<file path="src/rtl/dpi_array_xfer_if.sv">
// Bundle of the request, element, call, return and response channels.
// Signal suffixes are written from the transfer engine's point of view
// (_i = into the engine, _o = out of the engine).
interface dpi_array_xfer_if #(
  parameter int N_ELEM = 4,
  parameter int ELEM_W = 32,
  parameter int RET_W  = 32,
  parameter int FID_W  = 8
);
  localparam int CNT_W = $clog2(N_ELEM + 1);

  // call request
  logic                      req_valid_i;
  logic                      req_ready_o;
  logic [1:0]                req_mode_i;
  logic [FID_W-1:0]          req_fid_i;
  logic [CNT_W-1:0]          req_n_i;
  logic [N_ELEM*ELEM_W-1:0]  req_data_i;
  // outbound elements
  logic                      elem_valid_o;
  logic                      elem_ready_i;
  logic [ELEM_W-1:0]         elem_data_o;
  logic [CNT_W-1:0]          elem_idx_o;
  logic                      elem_last_o;
  // call issue
  logic                      call_valid_o;
  logic                      call_ready_i;
  logic [FID_W-1:0]          call_fid_o;
  logic [CNT_W-1:0]          call_n_o;
  // return value
  logic                      ret_valid_i;
  logic                      ret_ready_o;
  logic [RET_W-1:0]          ret_value_i;
  // returned elements
  logic                      relem_valid_i;
  logic                      relem_ready_o;
  logic [ELEM_W-1:0]         relem_data_i;
  // response
  logic                      rsp_valid_o;
  logic                      rsp_ready_i;
  logic [RET_W-1:0]          rsp_value_o;
  logic [N_ELEM*ELEM_W-1:0]  rsp_data_o;
  logic                      rsp_err_o;

  // transfer engine side
  modport slave (
    input  req_valid_i, req_mode_i, req_fid_i, req_n_i, req_data_i,
    input  elem_ready_i, call_ready_i, ret_valid_i, ret_value_i,
    input  relem_valid_i, relem_data_i, rsp_ready_i,
    output req_ready_o, elem_valid_o, elem_data_o, elem_idx_o, elem_last_o,
    output call_valid_o, call_fid_o, call_n_o, ret_ready_o, relem_ready_o,
    output rsp_valid_o, rsp_value_o, rsp_data_o, rsp_err_o
  );

  // requester / DPI-side agent
  modport master (
    output req_valid_i, req_mode_i, req_fid_i, req_n_i, req_data_i,
    output elem_ready_i, call_ready_i, ret_valid_i, ret_value_i,
    output relem_valid_i, relem_data_i, rsp_ready_i,
    input  req_ready_o, elem_valid_o, elem_data_o, elem_idx_o, elem_last_o,
    input  call_valid_o, call_fid_o, call_n_o, ret_ready_o, relem_ready_o,
    input  rsp_valid_o, rsp_value_o, rsp_data_o, rsp_err_o
  );
endinterface

</file>
<file path="src/rtl/dpi_array_xfer.sv">
// Array-argument transfer engine for a DPI-style call: captures a request,
// streams input elements out, issues the call, collects the return value and
// any output elements, then presents a single response.
module dpi_array_xfer #(
  parameter int N_ELEM = 4,
  parameter int ELEM_W = 32,
  parameter int RET_W  = 32,
  parameter int FID_W  = 8,
  localparam int CNT_W = $clog2(N_ELEM + 1)
) (
  input  logic                  clk_i,
  input  logic                  rst_i,
  dpi_array_xfer_if.slave       bus,
  output logic                  busy_o,
  output logic [31:0]           call_cnt_o
);

  localparam logic [1:0] MODE_IN    = 2'd0;
  localparam logic [1:0] MODE_OUT   = 2'd1;
  localparam logic [1:0] MODE_INOUT = 2'd2;
  localparam logic [1:0] MODE_BAD   = 2'd3;

  typedef enum logic [2:0] {
    ST_IDLE,
    ST_SEND,
    ST_CALL,
    ST_WAIT_RET,
    ST_RECV,
    ST_RESP
  } state_t;

  state_t                   state_q, state_d;
  logic [1:0]               mode_q, mode_d;
  logic [FID_W-1:0]         fid_q, fid_d;
  logic [CNT_W-1:0]         n_q, n_d;
  logic [CNT_W-1:0]         idx_q, idx_d;
  logic [N_ELEM*ELEM_W-1:0] buf_q, buf_d;
  logic [RET_W-1:0]         ret_q, ret_d;
  logic                     err_q, err_d;
  logic [31:0]              cnt_q, cnt_d;

  // handshake outputs are flops loaded from the next state, so no input
  // ever reaches its own counterpart output combinationally
  logic req_ready_q, req_ready_d;
  logic elem_valid_q, elem_valid_d;
  logic call_valid_q, call_valid_d;
  logic ret_ready_q, ret_ready_d;
  logic relem_ready_q, relem_ready_d;
  logic rsp_valid_q, rsp_valid_d;
  logic busy_q, busy_d;

  logic [ELEM_W-1:0] elem_arr [N_ELEM];
  logic [ELEM_W-1:0] elem_sel;
  logic [CNT_W-1:0]  n_last;
  logic              req_bad;
  logic              req_has_in;
  logic              mode_has_out;

  // view of the buffer as individual elements
  genvar gi;
  generate
    for (gi = 0; gi < N_ELEM; gi++) begin : g_elem
      assign elem_arr[gi] = buf_q[gi*ELEM_W +: ELEM_W];
    end
  endgenerate

  assign n_last       = n_q - CNT_W'(1);
  assign req_bad      = (bus.req_mode_i == MODE_BAD) || (bus.req_n_i > CNT_W'(N_ELEM));
  assign req_has_in   = ((bus.req_mode_i == MODE_IN) || (bus.req_mode_i == MODE_INOUT))
                        && (bus.req_n_i != '0);
  assign mode_has_out = ((mode_q == MODE_OUT) || (mode_q == MODE_INOUT)) && (n_q != '0);

  // element mux for the SEND channel; index only moves on a handshake
  always_comb begin
    elem_sel = '0;
    for (int i = 0; i < N_ELEM; i++) begin
      if (idx_q == CNT_W'(i)) elem_sel = elem_arr[i];
    end
  end

  // next-state and datapath updates for the transfer sequence
  always_comb begin
    state_d = state_q;
    mode_d  = mode_q;
    fid_d   = fid_q;
    n_d     = n_q;
    idx_d   = idx_q;
    buf_d   = buf_q;
    ret_d   = ret_q;
    err_d   = err_q;
    cnt_d   = cnt_q;
    case (state_q)
      ST_IDLE: begin
        if (bus.req_valid_i) begin
          mode_d = bus.req_mode_i;
          fid_d  = bus.req_fid_i;
          n_d    = bus.req_n_i;
          idx_d  = '0;
          if (req_bad) begin
            // malformed call: echo the captured data back with an error
            buf_d   = bus.req_data_i;
            ret_d   = '0;
            err_d   = 1'b1;
            state_d = ST_RESP;
          end else begin
            buf_d   = (bus.req_mode_i == MODE_OUT) ? '0 : bus.req_data_i;
            err_d   = 1'b0;
            state_d = req_has_in ? ST_SEND : ST_CALL;
          end
        end
      end
      ST_SEND: begin
        if (bus.elem_ready_i) begin
          if (idx_q == n_last) begin
            idx_d   = '0;
            state_d = ST_CALL;
          end else begin
            idx_d = idx_q + CNT_W'(1);
          end
        end
      end
      ST_CALL: begin
        if (bus.call_ready_i) state_d = ST_WAIT_RET;
      end
      ST_WAIT_RET: begin
        if (bus.ret_valid_i) begin
          ret_d   = bus.ret_value_i;
          cnt_d   = cnt_q + 32'd1;
          idx_d   = '0;
          state_d = mode_has_out ? ST_RECV : ST_RESP;
        end
      end
      ST_RECV: begin
        if (bus.relem_valid_i) begin
          for (int i = 0; i < N_ELEM; i++) begin
            if (idx_q == CNT_W'(i)) buf_d[i*ELEM_W +: ELEM_W] = bus.relem_data_i;
          end
          if (idx_q == n_last) begin
            idx_d   = '0;
            state_d = ST_RESP;
          end else begin
            idx_d = idx_q + CNT_W'(1);
          end
        end
      end
      ST_RESP: begin
        if (bus.rsp_ready_i) state_d = ST_IDLE;
      end
      default: state_d = ST_IDLE;
    endcase

    req_ready_d   = (state_d == ST_IDLE);
    elem_valid_d  = (state_d == ST_SEND);
    call_valid_d  = (state_d == ST_CALL);
    ret_ready_d   = (state_d == ST_WAIT_RET);
    relem_ready_d = (state_d == ST_RECV);
    rsp_valid_d   = (state_d == ST_RESP);
    busy_d        = (state_d != ST_IDLE);
  end

  // state, datapath and registered handshake outputs
  always_ff @(posedge clk_i or posedge rst_i) begin
    if (rst_i) begin
      state_q       <= ST_IDLE;
      mode_q        <= MODE_IN;
      fid_q         <= '0;
      n_q           <= '0;
      idx_q         <= '0;
      buf_q         <= '0;
      ret_q         <= '0;
      err_q         <= 1'b0;
      cnt_q         <= '0;
      req_ready_q   <= 1'b1;
      elem_valid_q  <= 1'b0;
      call_valid_q  <= 1'b0;
      ret_ready_q   <= 1'b0;
      relem_ready_q <= 1'b0;
      rsp_valid_q   <= 1'b0;
      busy_q        <= 1'b0;
    end else begin
      state_q       <= state_d;
      mode_q        <= mode_d;
      fid_q         <= fid_d;
      n_q           <= n_d;
      idx_q         <= idx_d;
      buf_q         <= buf_d;
      ret_q         <= ret_d;
      err_q         <= err_d;
      cnt_q         <= cnt_d;
      req_ready_q   <= req_ready_d;
      elem_valid_q  <= elem_valid_d;
      call_valid_q  <= call_valid_d;
      ret_ready_q   <= ret_ready_d;
      relem_ready_q <= relem_ready_d;
      rsp_valid_q   <= rsp_valid_d;
      busy_q        <= busy_d;
    end
  end

  assign bus.req_ready_o   = req_ready_q;
  assign bus.elem_valid_o  = elem_valid_q;
  assign bus.elem_data_o   = elem_sel;
  assign bus.elem_idx_o    = idx_q;
  assign bus.elem_last_o   = elem_valid_q && (idx_q == n_last);
  assign bus.call_valid_o  = call_valid_q;
  assign bus.call_fid_o    = fid_q;
  assign bus.call_n_o      = n_q;
  assign bus.ret_ready_o   = ret_ready_q;
  assign bus.relem_ready_o = relem_ready_q;
  assign bus.rsp_valid_o   = rsp_valid_q;
  assign bus.rsp_value_o   = ret_q;
  assign bus.rsp_data_o    = buf_q;
  assign bus.rsp_err_o     = err_q;
  assign busy_o            = busy_q;
  assign call_cnt_o        = cnt_q;

endmodule

</file>
<file path="src/flat_wrapper.sv">
// flat-port wrapper written by rule: the top's interface ports become plain ports
module dpi_array_xfer_flat 
#(
  parameter int N_ELEM = 4,
  parameter int ELEM_W = 32,
  parameter int RET_W  = 32,
  parameter int FID_W  = 8,
  localparam int CNT_W = $clog2(N_ELEM + 1)
)
  (clk_i, rst_i, busy_o, call_cnt_o, bus_req_valid_i, bus_req_mode_i, bus_req_fid_i, bus_req_n_i, bus_req_data_i, bus_elem_ready_i, bus_call_ready_i, bus_ret_valid_i, bus_ret_value_i, bus_relem_valid_i, bus_relem_data_i, bus_rsp_ready_i, bus_req_ready_o, bus_elem_valid_o, bus_elem_data_o, bus_elem_idx_o, bus_elem_last_o, bus_call_valid_o, bus_call_fid_o, bus_call_n_o, bus_ret_ready_o, bus_relem_ready_o, bus_rsp_valid_o, bus_rsp_value_o, bus_rsp_data_o, bus_rsp_err_o);
  dpi_array_xfer_if #(.N_ELEM(N_ELEM), .ELEM_W(ELEM_W), .RET_W(RET_W), .FID_W(FID_W)) bus_i ();
  input  logic clk_i;
  input  logic rst_i;
  output logic busy_o;
  output logic [31:0] call_cnt_o;
  input wire logic [$bits(bus_i.req_valid_i)-1:0] bus_req_valid_i;
  input wire logic [$bits(bus_i.req_mode_i)-1:0] bus_req_mode_i;
  input wire logic [$bits(bus_i.req_fid_i)-1:0] bus_req_fid_i;
  input wire logic [$bits(bus_i.req_n_i)-1:0] bus_req_n_i;
  input wire logic [$bits(bus_i.req_data_i)-1:0] bus_req_data_i;
  input wire logic [$bits(bus_i.elem_ready_i)-1:0] bus_elem_ready_i;
  input wire logic [$bits(bus_i.call_ready_i)-1:0] bus_call_ready_i;
  input wire logic [$bits(bus_i.ret_valid_i)-1:0] bus_ret_valid_i;
  input wire logic [$bits(bus_i.ret_value_i)-1:0] bus_ret_value_i;
  input wire logic [$bits(bus_i.relem_valid_i)-1:0] bus_relem_valid_i;
  input wire logic [$bits(bus_i.relem_data_i)-1:0] bus_relem_data_i;
  input wire logic [$bits(bus_i.rsp_ready_i)-1:0] bus_rsp_ready_i;
  output wire logic [$bits(bus_i.req_ready_o)-1:0] bus_req_ready_o;
  output wire logic [$bits(bus_i.elem_valid_o)-1:0] bus_elem_valid_o;
  output wire logic [$bits(bus_i.elem_data_o)-1:0] bus_elem_data_o;
  output wire logic [$bits(bus_i.elem_idx_o)-1:0] bus_elem_idx_o;
  output wire logic [$bits(bus_i.elem_last_o)-1:0] bus_elem_last_o;
  output wire logic [$bits(bus_i.call_valid_o)-1:0] bus_call_valid_o;
  output wire logic [$bits(bus_i.call_fid_o)-1:0] bus_call_fid_o;
  output wire logic [$bits(bus_i.call_n_o)-1:0] bus_call_n_o;
  output wire logic [$bits(bus_i.ret_ready_o)-1:0] bus_ret_ready_o;
  output wire logic [$bits(bus_i.relem_ready_o)-1:0] bus_relem_ready_o;
  output wire logic [$bits(bus_i.rsp_valid_o)-1:0] bus_rsp_valid_o;
  output wire logic [$bits(bus_i.rsp_value_o)-1:0] bus_rsp_value_o;
  output wire logic [$bits(bus_i.rsp_data_o)-1:0] bus_rsp_data_o;
  output wire logic [$bits(bus_i.rsp_err_o)-1:0] bus_rsp_err_o;
  assign bus_i.req_valid_i = bus_req_valid_i;
  assign bus_i.req_mode_i = bus_req_mode_i;
  assign bus_i.req_fid_i = bus_req_fid_i;
  assign bus_i.req_n_i = bus_req_n_i;
  assign bus_i.req_data_i = bus_req_data_i;
  assign bus_i.elem_ready_i = bus_elem_ready_i;
  assign bus_i.call_ready_i = bus_call_ready_i;
  assign bus_i.ret_valid_i = bus_ret_valid_i;
  assign bus_i.ret_value_i = bus_ret_value_i;
  assign bus_i.relem_valid_i = bus_relem_valid_i;
  assign bus_i.relem_data_i = bus_relem_data_i;
  assign bus_i.rsp_ready_i = bus_rsp_ready_i;
  assign bus_req_ready_o = bus_i.req_ready_o;
  assign bus_elem_valid_o = bus_i.elem_valid_o;
  assign bus_elem_data_o = bus_i.elem_data_o;
  assign bus_elem_idx_o = bus_i.elem_idx_o;
  assign bus_elem_last_o = bus_i.elem_last_o;
  assign bus_call_valid_o = bus_i.call_valid_o;
  assign bus_call_fid_o = bus_i.call_fid_o;
  assign bus_call_n_o = bus_i.call_n_o;
  assign bus_ret_ready_o = bus_i.ret_ready_o;
  assign bus_relem_ready_o = bus_i.relem_ready_o;
  assign bus_rsp_valid_o = bus_i.rsp_valid_o;
  assign bus_rsp_value_o = bus_i.rsp_value_o;
  assign bus_rsp_data_o = bus_i.rsp_data_o;
  assign bus_rsp_err_o = bus_i.rsp_err_o;
  dpi_array_xfer #(.N_ELEM(N_ELEM), .ELEM_W(ELEM_W), .RET_W(RET_W), .FID_W(FID_W)) u_core (.clk_i(clk_i), .rst_i(rst_i), .bus(bus_i), .busy_o(busy_o), .call_cnt_o(call_cnt_o));
endmodule
</file>
<file path="config.mk">
export PLATFORM = sky130hd
export DESIGN_NAME = dpi_array_xfer_flat
export DESIGN_NICKNAME = d
export VERILOG_FILES = /design/src/rtl/dpi_array_xfer_if.sv /design/src/rtl/dpi_array_xfer.sv /design/src/flat_wrapper.sv
export SDC_FILE = /design/constraint.sdc
export NUM_CORES = 1
export LEC_CHECK = 0
export CAP_MARGIN = 20
export CORE_AREA = 2 2 177 179
export CTS_CLUSTER_SIZE = 12
export DETAILED_ROUTE_END_ITERATION = 6
export DIE_AREA = 0 0 179 181
export PLACE_DENSITY_LB_ADDON = 0.05
export SKIP_LAST_GASP = 1
export SLEW_MARGIN = 20
export SYNTH_ARGS = -nofsm -noshare
export SYNTH_HDL_FRONTEND = slang
export SYNTH_SLANG_ARGS = --single-unit
</file>
<file path="constraint.sdc">
create_clock -name clk_i -period 7.8 [get_ports clk_i]
set_clock_uncertainty 0.2 [all_clocks]
set_input_delay 1.17 -clock clk_i [delete_from_list [all_inputs] [get_ports clk_i]]
set_output_delay 1.17 -clock clk_i [all_outputs]
set_load 0.01 [all_outputs]
</file>
==> flow_summary.toml <==
[timing]
finalSetupViolCount = 0
final.min_clock_period_ns = 5.02
finalCritPeriodShare_pct = 64.3
slew_viol_final = 0
finalHoldViolations = 0
tightest_slew_ns = 1.03
fmax_mhz = 199
max_slew_margin_pct = 31.1
fin_tns_setup_ns = 0
rsz0062_at_grt = "false"

[synthesis]
seq_area_frac_synth_pct = 53.8
yosys.area.top_type = "dfrtp_1"
synthArstFlopShare_pct = 100
avgSynthCellArea_sq_um = 9.27
synth-edff-count = 0
synth_warnings = 0
synth-main-ff-cell = "dfrtp_1"
synthCells = 1099
synth_nets = 1320
syn_area_sq_um = 10200
synthTopCellsByCount = "259 x a21oi_1, 218 x dfrtp_1, 149 x nor2_1"
synth.top_cell.area_share_pct = 53.6
synth_area_leaders = "dfrtp_1 54%, a21oi_1 13%, nor2_1 5.5%"
yosysUniqueCellTypes = 46
ys_ff_latch = 219
synth_most_common_cell = "a21oi_1"

[worst_setup_path]
crit_top_cell = "o21ai_0"
cp-end-kind = "output pin"
crit_fanout = 24
slowest_stage = "nor3b_2"
cp_slowest_stage_delay_ns = 0.70
crit_buf_inv = 3
arrival_ns = 3.65
critPathLaunchType = "flip-flop"
path_class = "reg -> out"
required_ns = 6.43
path_delay_family = "buffers and inverters"
crit_chain = "inv_1 -> ha_1 -> nor3b_2 -> buf_4 -> a221o_1 -> o21ai_0 -> o21ai_0 -> clkdlybuf4s50_1"

[cts]
h-tree-depth = 1
cts_sinks = 219
worstSkewPairLatency_ns = 0.53
ctsResizeCount = 0
ctsLongestPathBuffers = 3
cts_tree = "yes"
cts_hold_buf = 0
cts_setup_buffers = 0
cts_root_buf = "clkbuf_16"
path_clk_slew_ns = 0.06
numCtsBuffers = 26

[power_and_ir_drop]
power.density_nw_per_um2 = 445
total_power_mw = 7.14
p_leak_nw = 6.70
ir_worst_vdd_mv = 0.237

[floorplanning]
die_height_um = 181
core_area_sq_um = 30300
die-area_sq_um = 32400
start_util_pct = 33.6
rows = 64
die_width_um = 179
io_pins = 460

[route]
drc = 0
firstDrtPassIters = 5
wirelength_um = 40400
wl_per_cell_um = 20.9
postRouteAntennaNets = 0
drt_iter0_drc = 580
vias = 9966
drt-vias-per-instance = 5.16

[global_route]
antenna_found_initial = 2
grt_max_degree = 115
track_usage_pct = 24.4
grt_overflow = 0
grt_pass1_vias = 9946
grt_pass1_wl_um = 60800

[outcome]
outcome = "completed"

[place]
place_congestion = 0.827
numPortBuffers = 459
place_hpwl_um = 28300

[finish]
nets = 1739
area_growth_pct = 57.5
drive_above_1_share_pct = 5.34
fillCellCount = 2829

[run]
cap_violations = 0

[worst_hold_path]
worstHoldPathType = "reg -> reg"
[layout make-up]
cell class | count | area [sq um] | area share (%)
repair buffers | 472 | 4700 | 29.3
flip-flops and latches | 219 | 5480 | 34.2
multi-input cells | 787 | 4390 | 27.4
clock inverters | 9 | 145 | 0.905
well taps | 396 | 495 | 3.09
inverters | 12 | 52.6 | 0.328
diodes | 1 | 2.50 | 0.0156
clock buffers | 37 | 763 | 4.76
[sequential cells by signal, summed over array words and instances, names as in the netlist]
name                      cells
u_core.bus.relem_ready_o      1
u_core.bus.rsp_data_o       128
u_core.state_q                3
u_core.busy_o                 1
u_core.bus.call_valid_o       1
u_core.bus.rsp_valid_o        1
u_core.bus.req_ready_o        1
u_core.bus.rsp_err_o          1
u_core.bus.ret_ready_o        1
u_core.bus.call_n_o           3
u_core.bus.rsp_value_o       32
u_core.bus.call_fid_o         8
u_core.bus.elem_idx_o         3
u_core.call_cnt_o            32
u_core.bus.elem_valid_o       1
u_core.mode_q                 2
[worst paths after layout]
kind / start / to / slack [ns] / depth (start not counted)
worst max-delay path: u_core.bus.elem_idx_o[0]$_DFFE_PP0P_ / bus_elem_data_o[11] / 2.78 / 8
worst min-delay path: u_core.call_cnt_o[31]$_DFFE_PP0P_ / u_core.call_cnt_o[31]$_DFFE_PP0P_ / 0.27 / 1
worst max register to register: u_core.bus.elem_idx_o[1]$_DFFE_PP0P_ / u_core.bus.rsp_data_o[33]$_DFFE_PP0P_ / 4.20 / 8
worst min register to register: u_core.call_cnt_o[31]$_DFFE_PP0P_ / u_core.call_cnt_o[31]$_DFFE_PP0P_ / 0.27 / 1
max in group asynchronous: rst_i / u_core.bus.rsp_data_o[92]$_DFFE_PP0P_ / 5.07 / 3
min in group asynchronous: rst_i / u_core.bus.rsp_data_o[58]$_DFFE_PP0P_ / 1.04 / 2
[through the flow]
stage | setup slack, ns | hold slack, ns | utilization, % | std cells | area [sq um]
after floorplan | 0.439 | 0.267 | - | 1099 | 10200
after global placement | 3.37 | 0.259 | 49.8 | 1885 | 15100
after detailed placement | 3.33 | 0.264 | 49.8 | 1885 | 15100
after CTS | 2.75 | 0.273 | 52.8 | 1931 | 16000
after global routing | 2.58 | 0.302 | 52.8 | 1933 | 16000
final | 2.78 | 0.270 | 52.8 | 1933 | 16000
[where the power goes]
part | leakage [nW] | internal (mW) | switching [mW]
clock | 0.451 | 0.808 | 0.494
combinational | 3.61 | 1.91 | 1.86
sequential | 2.64 | 1.63 | 0.437
[cells in the final DEF, fill, tap and decap left out, types with 5 or more instances in the layout]
cell type,instances
a221o_1,32
clkbuf_16,27
nor3_1,5
clkdlybuf4s50_1,459
a21oi_1,259
xor2_1,17
clkbuf_1,5
dfrtp_1,217
clkinv_2,5
nor2_1,147
and3_1,39
a22o_1,32
clkbuf_8,5
o21ai_0,70
nand3_1,15
nand2_1,90
buf_4,12
inv_1,11
ha_1,7
xnor2_1,17
nand4_1,7
and2b_2,6
[metal layers]
metal / track usage, % / vias to the layer above / routed length [um]
li1: - / 4710 / -
met1: 31.1 / 4801 / 16400
met2: 41.0 / 390 / 19500
met3: 6.42 / 63 / 3250
met4: 6.24 / 2 / 1140
met5: 0 / - / 11
[worst reg2reg max path, delay by kind of cell, from the launching register on]
kind / cells / cell delay, ns
compound gates: 2 / 0.93
flops: 1 / 0.43
simple gates: 3 / 1.17
fa+ha+maj: 1 / 0.19
buf+inv: 2 / 0.61
[logic make-up after synthesis]
logic type	after synthesis	share of synthesized area, %
AOI/OAI and AO/OA	408	23.3
and+or+nand+nor	334	14.9
DFF	219	53.8
buffers and inverters	93	3.71
xor gates and xnor gates	35	3.16
adders and majority gates	8	0.983
muxes	2	0.197
(Power assumes the default switching activity.)
